==> config.mk <==
export PLATFORM = sky130hd
export DESIGN_NAME = multicycle_ctrl
export DESIGN_NICKNAME = d
export VERILOG_FILES = /design/src/rtl/multicycle_ctrl.sv
export SDC_FILE = /design/constraint.sdc
export NUM_CORES = 1
export LEC_CHECK = 0
export ABC_AREA = 1
export CAP_MARGIN = 5
export CORE_ASPECT_RATIO = 1.25
export CORE_UTILIZATION = 34
export DETAILED_ROUTE_END_ITERATION = 16
export GPL_ROUTABILITY_DRIVEN = 0
export PLACE_DENSITY_LB_ADDON = 0.08
export SETUP_SLACK_MARGIN = 0.1
export SKIP_CTS_REPAIR_TIMING = 1
export SYNTH_ARGS = -nofsm -noshare
export SYNTH_HDL_FRONTEND = slang
export SYNTH_SLANG_ARGS = --single-unit
==> constraint.sdc <==
create_clock -name clk -period 2.9 [get_ports clk]
set_input_delay 0.58 -clock clk [delete_from_list [all_inputs] [get_ports clk]]
set_output_delay 0.58 -clock clk [all_outputs]
set_load 0.005 [all_outputs]
==> src/rtl/multicycle_ctrl.sv <==
// Multi-cycle RV32I-subset control FSM: FETCH -> DECODE -> EXECUTE -> MEM -> WB.
// Optional retired-instruction counter on instret when RETIRE_CNT_EN is defined.
module multicycle_ctrl #(
  parameter int unsigned XLEN = 32
) (
  input  logic            clk,
  input  logic            rst,
  input  logic [XLEN-1:0] instr,
  input  logic            instr_valid,
  input  logic            EQ,
  output logic            instr_req,
  output logic [2:0]      ALUctrl,
  output logic            ALUsrc,
  output logic [1:0]      ImmSrc,
  output logic            RegWrite,
  output logic            MemWrite,
  output logic            ResultSrc,
  output logic            PCsrc,
  output logic            PC_en,
  output logic            illegal,
  output logic [31:0]     instret
);

  typedef enum logic [2:0] {
    S_FETCH,
    S_DECODE,
    S_EXECUTE,
    S_MEM,
    S_WB
  } state_t;

  state_t     state_q;
  logic [2:0] alu_ctrl_q, alu_ctrl_d;
  logic       alu_src_q, alu_src_d;
  logic [1:0] imm_src_q, imm_src_d;
  logic       beq_q, beq_d, bne_q, bne_d;
  logic       lw_q, lw_d, sw_q, sw_d;
  logic       illegal_q, illegal_d;

  logic [6:0] opcode;
  logic [2:0] funct3;
  logic       f7b5;
  logic       unused_instr_bits;

  assign opcode            = instr[6:0];
  assign funct3            = instr[14:12];
  assign f7b5              = instr[30];
  assign unused_instr_bits = ^{instr[XLEN-1:31], instr[29:15], instr[11:7]};

  always_comb begin
    alu_ctrl_d = '0;
    alu_src_d  = 1'b0;
    imm_src_d  = '0;
    beq_d      = 1'b0;
    bne_d      = 1'b0;
    lw_d       = 1'b0;
    sw_d       = 1'b0;
    illegal_d  = 1'b1;
    case (opcode)
      7'b0110011: begin
        case (funct3)
          3'b000: begin illegal_d = 1'b0; alu_ctrl_d = f7b5 ? 3'b001 : 3'b000; end
          3'b111: begin illegal_d = 1'b0; alu_ctrl_d = 3'b010; end
          3'b110: begin illegal_d = 1'b0; alu_ctrl_d = 3'b011; end
          3'b010: begin illegal_d = 1'b0; alu_ctrl_d = 3'b101; end
          default: ;
        endcase
      end
      7'b0010011: begin
        alu_src_d = 1'b1;
        case (funct3)
          3'b000: begin illegal_d = 1'b0; alu_ctrl_d = 3'b000; end
          3'b111: begin illegal_d = 1'b0; alu_ctrl_d = 3'b010; end
          3'b110: begin illegal_d = 1'b0; alu_ctrl_d = 3'b011; end
          3'b010: begin illegal_d = 1'b0; alu_ctrl_d = 3'b101; end
          default: alu_src_d = 1'b0;
        endcase
      end
      7'b0000011: if (funct3 == 3'b010) begin
        illegal_d = 1'b0; lw_d = 1'b1; alu_src_d = 1'b1;
      end
      7'b0100011: if (funct3 == 3'b010) begin
        illegal_d = 1'b0; sw_d = 1'b1; alu_src_d = 1'b1; imm_src_d = 2'b01;
      end
      7'b1100011: if (funct3 == 3'b000 || funct3 == 3'b001) begin
        illegal_d  = 1'b0;
        beq_d      = (funct3 == 3'b000);
        bne_d      = (funct3 == 3'b001);
        alu_ctrl_d = 3'b001;
        imm_src_d  = 2'b10;
      end
      default: ;
    endcase
  end

  // Decode is captured on the accepting FETCH edge, so DECODE-cycle outputs come straight from flops.
  always_ff @(posedge clk) begin
    if (rst) begin
      state_q    <= S_FETCH;
      alu_ctrl_q <= '0;
      alu_src_q  <= 1'b0;
      imm_src_q  <= '0;
      beq_q      <= 1'b0;
      bne_q      <= 1'b0;
      lw_q       <= 1'b0;
      sw_q       <= 1'b0;
      illegal_q  <= 1'b0;
    end else begin
      case (state_q)
        S_FETCH: if (instr_valid) begin
          alu_ctrl_q <= alu_ctrl_d;
          alu_src_q  <= alu_src_d;
          imm_src_q  <= imm_src_d;
          beq_q      <= beq_d;
          bne_q      <= bne_d;
          lw_q       <= lw_d;
          sw_q       <= sw_d;
          illegal_q  <= illegal_d;
          state_q    <= S_DECODE;
        end
        S_DECODE:  state_q <= illegal_q ? S_FETCH : S_EXECUTE;
        S_EXECUTE: begin
          if (beq_q || bne_q)    state_q <= S_FETCH;
          else if (lw_q || sw_q) state_q <= S_MEM;
          else                   state_q <= S_WB;
        end
        S_MEM:   state_q <= sw_q ? S_FETCH : S_WB;
        S_WB:    state_q <= S_FETCH;
        default: state_q <= S_FETCH;
      endcase
    end
  end

  always_comb begin
    instr_req = 1'b0;
    ALUctrl   = '0;
    ALUsrc    = 1'b0;
    ImmSrc    = '0;
    RegWrite  = 1'b0;
    MemWrite  = 1'b0;
    ResultSrc = 1'b0;
    PCsrc     = 1'b0;
    PC_en     = 1'b0;
    illegal   = 1'b0;
    if (!rst) begin
      if (state_q != S_FETCH) begin
        ALUctrl = alu_ctrl_q;
        ALUsrc  = alu_src_q;
        ImmSrc  = imm_src_q;
      end
      case (state_q)
        S_FETCH:  instr_req = 1'b1;
        S_DECODE: begin
          illegal = illegal_q;
          PC_en   = illegal_q;
        end
        S_EXECUTE: if (beq_q || bne_q) begin
          PC_en = 1'b1;
          PCsrc = (beq_q & EQ) | (bne_q & ~EQ);
        end
        S_MEM: if (sw_q) begin
          MemWrite = 1'b1;
          PC_en    = 1'b1;
        end
        S_WB: begin
          RegWrite  = 1'b1;
          PC_en     = 1'b1;
          ResultSrc = lw_q;
        end
        default: ;
      endcase
    end
  end

`ifdef RETIRE_CNT_EN
  logic [31:0] instret_q;

  always_ff @(posedge clk) begin
    if (rst)                   instret_q <= '0;
    else if (PC_en && !illegal) instret_q <= instret_q + 32'd1;
  end

  assign instret = instret_q;
`else
  assign instret = '0;
`endif

endmodule

== Yosys cells after proc, flatten, opt, wreduce, memory -nomap -nowiden ==
Index checks and enable logic that the tools add are counted.

* Logic and storage cells: 87
* Bits in registers: 14
* Memories: 0
* Bits in read-only memories: 0
* Bits of input ports: 36
* Latch bits: 0
* RAM bits: 0

* Add/sub/neg operators: 0
* Bitwise operators: 4
* Order comparisons: 0
* Equality and inequality tests: 14
* Reduce and logical (&&, ||, !) cells: 10
* Multiplexer cells: 50
* $mul: 0
* Shift operators: 0
* Divide/modulo/power cells: 0

{| class="wikitable"
|+ Operator list
! cell !! count
|-
| $mux W1 || 32
|-
| $pmux W3 S4 || 2
|-
| $mux W3 || 6
|-
| $pmux W3 S3 || 2
|-
| $eq A7 B6 Y1 const B || 2
|-
| $eq A3 B2 Y1 const B || 3
|-
| $eq A3 B3 Y1 const B || 3
|-
| $mux W2 || 4
|-
| $eq A7 B2 Y1 const B || 1
|-
| $eq A7 B5 Y1 const B || 1
|-
| $eq A7 B7 Y1 const B || 1
|-
| $eq A3 B1 Y1 const B || 2
|-
| $logic_not A3 Y1 || 2
|-
| $pmux W1 S4 || 1
|-
| $pmux W2 S2 || 1
|-
| $reduce_or A2 Y1 || 2
|-
| $reduce_or A4 Y1 || 1
|-
| $logic_or A1 B1 Y1 || 3
|-
| $pmux W1 S3 || 1
|-
| $reduce_bool A3 Y1 || 1
|-
| $and A1 B1 Y1 || 2
|-
| $ne A2 B2 Y1 const B || 1
|-
| $pmux W1 S2 || 1
|-
| $reduce_and A2 Y1 || 1
|-
| 2 further kinds || 2
|}

== Logic depth before layout (Yosys ltp) ==
Gate-level depths: netlist of the first run.

* Depth in word-level cells: 6
* Gate-level depth with buffers: 9
* Mapped depth without buffers: 9

== Worst setup path before layout of the first run ==
Ideal clock, no wire load.

* Kind: input port to output port
* Start point: in EQ
* End point: out PCsrc
* Slack: 1.275 ns
* Stages on the path: 1
* Data arrival time: 1.045 ns
* Required time: 2.320 ns
* Cells stage by stage: a2111oi_0

* Cells in the longest elaborated chain, start to end: 6
* Elaborated cells between the ends (all ways): 7

{| class="wikitable"
|+ Ends and longest elaborated chain
! element !! RTL line !! text
|-
| from (decl) || 10 || <nowiki>input logic EQ,</nowiki>
|-
| $not A1 Y1 || 159 || <nowiki>PCsrc = (beq_q & EQ) | (bne_q & ~EQ);</nowiki>
|-
| $and A1 B1 Y1 || 159 ||
|-
| $or A1 B1 Y1 * || 159 ||
|-
| $mux W1 * || 157 || <nowiki>S_EXECUTE: if (beq_q || bne_q) begin</nowiki>
|-
| $mux W1 * || 151 || <nowiki>case (state_q)</nowiki>
|-
| $mux W1 * || 145 || <nowiki>if (!rst) begin</nowiki>
|-
| to (decl) || 18 || <nowiki>output logic PCsrc,</nowiki>
|}

Mark *: on every way between the ends. The rest lies on a longest branch, timed or not.

== Worst setup path after layout of the first run ==
* Start point: in rst
* End point: out ImmSrc[0]

* Cells in the longest elaborated chain, start to end: 1

{| class="wikitable"
|+ Ends and longest elaborated chain
! element !! RTL line !! text
|-
| from (decl) || 7 || <nowiki>input logic rst,</nowiki>
|-
| $mux W2 || 145 ||
|-
| to (decl) || 14 || <nowiki>output logic [1:0] ImmSrc,</nowiki>
|}

No other way between the ends.

==> results of run 1 <==
## worst min-delay path by stage
stage	slack, ns	to
after detailed placement	0.47	imm_src_q[1]$_SDFFE_PP0P_
after floorplan	0.43	imm_src_q[1]$_SDFFE_PP0P_
after global routing	0.51	lw_q$_SDFFE_PP0P_
after CTS	0.48	imm_src_q[1]$_SDFFE_PP0P_
after global placement	0.46	imm_src_q[1]$_SDFFE_PP0P_
final	0.47	imm_src_q[1]$_SDFFE_PP0P_
## worst max-delay path: stages
cell	delay [ns]
clkdlybuf4s50_1	0.45
inv_1	0.24
nand2_1	0.11
nor2_1	0.11
clkdlybuf4s50_1	0.50
## Yosys cell counts (2+ instances only)
library cell  number
nand3_1           12
buf_4             32
nor2_1            28
inv_6              2
a21oi_2            2
nand4_1            3
a21oi_1            7
inv_1             21
nor3_1             3
dfxtp_1           14
nand2_2            3
nand2_1           31
nor2_2             2
o21ai_0            3
## state kept, by name (all words and copies together), names as in the netlist
register    flops
alu_ctrl_q      3
alu_src_q       1
beq_q           1
bne_q           1
illegal_q       1
imm_src_q       2
lw_q            1
state_q         3
sw_q            1
## metrics by stage
| stage | cell area (um2) | hold WS, ns |
|---|---|---|
| after detailed placement | 1370 | 0.467 |
| after global routing | 1420 | 0.512 |
| after global placement | 1370 | 0.459 |
| final | 1420 | 0.467 |
| after CTS | 1420 | 0.475 |
| after floorplan | 1310 | 0.430 |
## cells in the final DEF, fill, tap and decap left out, drive strengths merged
cell           count
nor3b              1
nand2             36
nor3               3
nand4              3
nor2b              1
clkdlybuf4s50     27
a31oi              1
nand3             13
nor2              31
a21oi              9
a211oi             1
nand3b             1
dfxtp             14
buf                2
clkbuf             4
a41oi              1
conb              32
a2111oi            1
o21ai              5
inv               23
o22ai              1
## power groups by stage
stage,sequential [mW],clock [mW],combinational [mW]
after global routing,0.217,0.203,0.179
after detailed placement,0.220,0,0.158
after floorplan,0.217,0,0.145
after global placement,0.219,0,0.156
after CTS,0.216,0.192,0.159
final,0.216,0.185,0.157
## final cells by class
cell class | instances | area share, %
Timing Repair Buffer | 29 | 20.1
Sequential cell | 14 | 19.7
Multi-Input combinational cell | 140 | 46.4
Inverter | 23 | 6.77
Tap cell | 37 | 3.25
Clock buffer | 4 | 3.87
## cell families (layout without fill, tap and decap cells)
group | after synthesis | after routing | synth area share, %
compound gates | 19 | 19 | 10.0
flops | 14 | 14 | 23.6
other cells | 1 | 32 | 0.315
buf+inv | 58 | 56 | 30.7
simple gates | 89 | 89 | 35.4
## metal layers
layer  track usage [%]  vias up  share of wire (%)
li1                  -      566                  -
met1              14.5      479                 41
met2              24.8       32                 54
met3              2.67        2                4.7
met4              5.77        0               0.46
met5                 0        -                  0
==> load_flow_metrics.sql, run 1 <==
INSERT INTO impl_metrics (metric_group, metric, value, unit) VALUES
('detailed_routing', 'routed_wire_length_per_instance', '9.64', 'um'),
('detailed_routing', 'drtIter0Drc', '7', ''),
('power', 'power_density', '392', 'nW/um2'),
('setup_path', 'critical_path.endpoint', 'ImmSrc[0]', ''),
('synth', 'postSynth.asyncResetShare', '0', '%'),
('power', 'p_int', '388', 'uW'),
('placed_design', 'dp_hpwl', '2020', 'um'),
('synth', 'syn_area', '1190', 'um2'),
('job', 'maxCapViolCount', '0', ''),
('power', 'worst_ir_drop_vdd', '0.242', 'mV'),
('final_layout', 'p_r_area_growth_vs_syn', '19.7', '%'),
('timing', 'max_clock_freq', '0.387', 'GHz'),
('setup_path', 'worst-path-max-fanout', '9', ''),
('setup_path', 'crit_arrival', '2.00', 'ns'),
('power', 'total_power', '557', 'uW'),
('worst_hold_path', 'worst_hold_path_type', 'reg -> reg', ''),
('setup_path', 'setup.worst_path.start_class', 'primary input', ''),
('global_route', 'grt_pass1_vias', '926', ''),
('timing', 'final.setup.tns', '0', 'ns'),
('timing', 'rsz0062_at_grt', 'false', ''),
('cts', 'number_of_cts_inserted_buffers', '3', ''),
('worst_hold_path', 'hold_path.startpoint', 'imm_src_q[1]$_SDFFE_PP0P_', ''),
('setup_path', 'reg2reg_setup_slack', '1.64', 'ns'),
('cts', 'clk_pin_slew_worst_paths', '0.06', 'ns'),
('detailed_routing', 'drt-total-wl', '2380', 'um'),
('global_route', 'antenna_violations_before_repair', '0', ''),
('timing', 'final.min_clock_period', '2.58', 'ns'),
('synth', 'netlist-cell-type-count', '32', ''),
('detailed_routing', 'route.antenna.remaining_nets', '0', ''),
('setup_path', 'reg2reg_to', 'alu_src_q$_SDFFE_PP0P_', ''),
('die', 'floorplan.rows', '23', ''),
('cts', 'clock_sinks', '14', ''),
('final_layout', 'fin_util', '43.4', '%'),
('final_layout', 'fraction_of_layout_cells_with_a_size_suffix_above_1', '9.52', '%'),
('cts', 'clock_latency', '0.24', 'ns'),
('power', 'cellLeakagePower', '0.642', 'nW'),
('timing', 'clock_tree_skew_after_final_layout', '0.000934', 'ns'),
('power', 'power.clock.fraction', '33.1', '%'),
('die', 'io_pins', '81', ''),
('synth', 'netlist.top_cell.by_area', 'dfxtp_1', ''),
('cts', 'clock_tree.buffer_depth', '2', ''),
('power', 'seq_power_share', '38.7', '%'),
('synth', 'synth_top_area_share', '23.6', '%'),
('setup_path', 'critical_path_class', 'in -> out', ''),
('synth', 'syn_area_per_cell', '6.57', 'um2'),
('global_route', 'grt_max_degree', '14', ''),
('status', 'result_of_the_run', 'completed', ''),
('power', 'combinationalPowerShare', '28.2', '%'),
('placed_design', 'buffer_ports.inserted', '27', ''),
('detailed_routing', 'detail_route.first_pass.iterations', '4', ''),
('final_layout', 'design.final.nets', '247', ''),
('cts', 'clock_root_buffer', 'clkbuf_8', ''),
('setup_path', 'cells_on_worst_reg2reg_path', '7', ''),
('synth', 'synth.ff_latch_count', '14', ''),
('detailed_routing', 'post_drt_via_cell_ratio', '4.37', ''),
('detailed_routing', 'post-route-drc-count', '0', ''),
('synth', 'synth_edf_count', '0', ''),
('setup_path', 'timing.critical_path.from', 'rst', ''),
('placed_design', 'post-place-ws', '0.299', 'ns'),
('die', 'design.die.area', '3740', 'um2'),
('final_layout', 'area_taken_by_flip_flops_and_latches', '280', 'um2'),
('setup_path', 'crit_path_end_kind', 'output port', ''),
('timing', 'timing_max_transition_violations_final', '0', ''),
('power', 'swShare', '30.5', '%'),
('placed_design', 'dpl.cell_count', '243', ''),
('worst_hold_path', 'hold_depth', '2', ''),
('die', 'height_of_the_die', '68.1', 'um'),
('synth', 'yosysWarningCount', '0', ''),
('cts', 'tritoncts_clock_tree', 'done', ''),
('final_layout', 'multiInputGateArea', '659', 'um2'),
('timing', 'timing.final.ws_setup', '0.315', 'ns');
Note: power is estimated with default switching activity, not from simulation.
==> run 2, diff against run 1 <==
--- a/config.mk
+++ b/config.mk
@@ -9,6 +9,7 @@
 export CAP_MARGIN = 5
 export CORE_ASPECT_RATIO = 1.25
 export CORE_UTILIZATION = 34
+export CTS_CLUSTER_DIAMETER = 60
 export DETAILED_ROUTE_END_ITERATION = 16
 export GPL_ROUTABILITY_DRIVEN = 0
 export PLACE_DENSITY_LB_ADDON = 0.08
==> results of run 2 <==
No change in the layout: final DEF, timing and power equal those of run 1.
==> run 3, diff against run 2 <==
--- a/config.mk
+++ b/config.mk
@@ -13,8 +13,10 @@
 export DETAILED_ROUTE_END_ITERATION = 16
 export GPL_ROUTABILITY_DRIVEN = 0
 export PLACE_DENSITY_LB_ADDON = 0.08
+export REMOVE_ABC_BUFFERS = 1
 export SETUP_SLACK_MARGIN = 0.1
 export SKIP_CTS_REPAIR_TIMING = 1
+export SLEW_MARGIN = 15
 export SYNTH_ARGS = -nofsm -noshare
 export SYNTH_HDL_FRONTEND = slang
 export SYNTH_SLANG_ARGS = --single-unit
==> run 3 against run 2 <==
Sequential share of layout area hardly changed. Routed wire length is 3.4% lower. First-iteration DRC count grew to 3.9 times the previous value. Non-clock buffer count stayed put. Global-route usage is 0.077 points lower. Clock power is 17% lower. Register-to-register slack hardly changed. Worst setup slack worse by 0.088 ns. Final cell count is 0.40% lower. Die area stayed put. Core utilization hardly changed. Sequential power hardly changed. Largest cell class unchanged. Largest power group unchanged.
==> load_flow_metrics.sql, run 3 (same netlist as run 1, synthesis figures left out) <==
INSERT INTO impl_metrics (metric_group, metric, value, unit) VALUES
('job', 'maxCapViolCount', '0', ''),
('power', 'worst_ir_drop_vdd', '0.181', 'mV'),
('cts', 'clock_latency', '0.24', 'ns'),
('final_layout', 'post-route-cell-area', '1420', 'um2'),
('setup_path', 'rr_startpoint', 'state_q[0]$_SDFFE_PP0P_', ''),
('placed_design', 'placement.cell_area', '1380', 'um2'),
('cts', 'clock_tree.buffer_depth', '2', ''),
('final_layout', 'design.final.nets', '247', ''),
('global_route', 'grt_max_degree', '15', ''),
('placed_design', 'post-place-ws', '0.224', 'ns'),
('status', 'result_of_the_run', 'completed', ''),
('final_layout', 'antenna_cells', '0', ''),
('detailed_routing', 'detail_route.first_pass.iterations', '4', ''),
('final_layout', 'layout_top_registers', 'alu_ctrl_q (3), state_q (3), imm_src_q (2)', ''),
('global_route', 'grt_pass1_wl', '3700', 'um'),
('cts', 'clock_root_buffer', 'clkbuf_8', ''),
('timing', 'final.min_clock_period', '2.67', 'ns'),
('setup_path', 'crit_arrival', '2.09', 'ns'),
('power', 'power_density', '371', 'nW/um2'),
('cts', 'htree_levels', '1', ''),
('setup_path', 'crit_path_end_kind', 'output port', ''),
('timing', 'fin_worst_hold_slack', '0.458', 'ns'),
('detailed_routing', 'drt-total-wl', '2300', 'um'),
('die', 'height_of_the_die', '68.1', 'um'),
('worst_hold_path', 'hold_path.startpoint', 'imm_src_q[1]$_SDFFE_PP0P_', ''),
('detailed_routing', 'routed_wire_length_per_instance', '9.35', 'um'),
('final_layout', 'fin_util', '43.3', '%'),
('detailed_routing', 'route.vias.total', '1085', ''),
('global_route', 'grtUsageTotal', '13.5', '%'),
('detailed_routing', 'route.antenna.remaining_nets', '0', ''),
('die', 'floorplan.rows', '23', ''),
('detailed_routing', 'post-route-drc-count', '0', ''),
('cts', 'number_of_cts_inserted_buffers', '3', ''),
('power', 'total_power', '527', 'uW'),
('setup_path', 'critical_path_required', '2.32', 'ns'),
('detailed_routing', 'post_drt_via_cell_ratio', '4.41', ''),
('timing', 'clock_tree_skew_after_final_layout', '0.000743', 'ns'),
('setup_path', 'setup.worst_path.start_class', 'primary input', ''),
('setup_path', 'worst-path-max-fanout', '14', ''),
('setup_path', 'timing.critical_path.from', 'rst', ''),
('timing', 'hold_viol_final', '0', ''),
('final_layout', 'commonest_cells_after_routing_fill_and_taps_aside', 'conb_1, nand2_1, nor2_1', ''),
('timing', 'rsz0062_at_grt', 'false', ''),
('placed_design', 'buffer_ports.inserted', '27', ''),
('timing', 'max_clock_freq', '0.374', 'GHz'),
('cts', 'clk_pin_slew_worst_paths', '0.05', 'ns'),
('timing', 'timing.final.ws_setup', '0.228', 'ns'),
('final_layout', 'instances_no_fill', '246', ''),
('final_layout', 'p_r_area_growth_vs_syn', '19.6', '%'),
('placed_design', 'dpl.cell_count', '243', ''),
('global_route', 'antenna_violations_before_repair', '0', ''),
('die', 'io_pins', '81', ''),
('global_route', 'grt_pass1_vias', '901', ''),
('die', 'dieWidth', '54.9', 'um'),
('final_layout', 'leading_cell_type_in_the_layout_fill_and_taps_excluded', 'conb_1', ''),
('timing', 'final_min_period_over_clock_period', '92.2', '%'),
('setup_path', 'critical_path_class', 'in -> out', ''),
('cts', 'clock_sinks', '14', ''),
('worst_hold_path', 'worst_hold_path_type', 'reg -> reg', ''),
('final_layout', 'fraction_of_layout_cells_with_a_size_suffix_above_1', '9.09', '%'),
('timing', 'timing_max_transition_violations_final', '0', ''),
('timing', 'finalSetupViolCount', '0', ''),
('global_route', 'globalRouteOverflowTotal', '0', ''),
('placed_design', 'dp_hpwl', '1960', 'um'),
('timing', 'final.setup.tns', '0', 'ns'),
('power', 'cellLeakagePower', '0.640', 'nW'),
('die', 'design.die.area', '3740', 'um2'),
('cts', 'tritoncts_clock_tree', 'done', ''),
('detailed_routing', 'drtIter0Drc', '27', ''),
('die', 'area_of_the_core', '3280', 'um2'),
('die', 'initial_core_util', '36.2', '%');
==> run 3: cell count changes in the layout (fill, tap and decap cells not counted) <==
cell / delta
buf_12: +1
buf_4: -1
clkbuf_8: -1
==> run 3: worst paths after layout <==
path | cells past startpoint | end | slack, ns
worst max-delay path | 6 | ImmSrc[0] | 0.23
worst min register to register | 2 | imm_src_q[1]$_SDFFE_PP0P_ | 0.46
worst min-delay path | 2 | imm_src_q[1]$_SDFFE_PP0P_ | 0.46
worst max register to register | 8 | bne_q$_SDFFE_PP0P_ | 1.64
==> run 3: worst max-delay path: stages <==
cell and delay [ns]:
clkdlybuf4s50_1 0.47, buf_12 0.18, inv_1 0.14, nand2_1 0.09
nor2_1 0.13, clkdlybuf4s50_1 0.51
==> run 3: final cells by class <==
class,instances,area (um2)
clock buffers,3,41.3
fillers,362,1860
inverters,23,96.3
multi-input cells,140,659
flip-flops and latches,14,280
well taps,37,46.3
repair buffers,29,298
==> run 3: layer usage <==
metal | vias to the layer above | track usage (%) | wire length [um]
li1 | 564 | - | -
met1 | 472 | 14.8 | 939
met2 | 47 | 25.2 | 1200
met3 | 2 | 1.33 | 144
met4 | 0 | 5.77 | 16
met5 | - | 0 | 0
==> run 3: power breakdown <==
part	internal, mW	switching (mW)
clock	0.0916	0.0616
sequential	0.206	0.00961
combinational	0.0637	0.0944
total	0.361	0.166
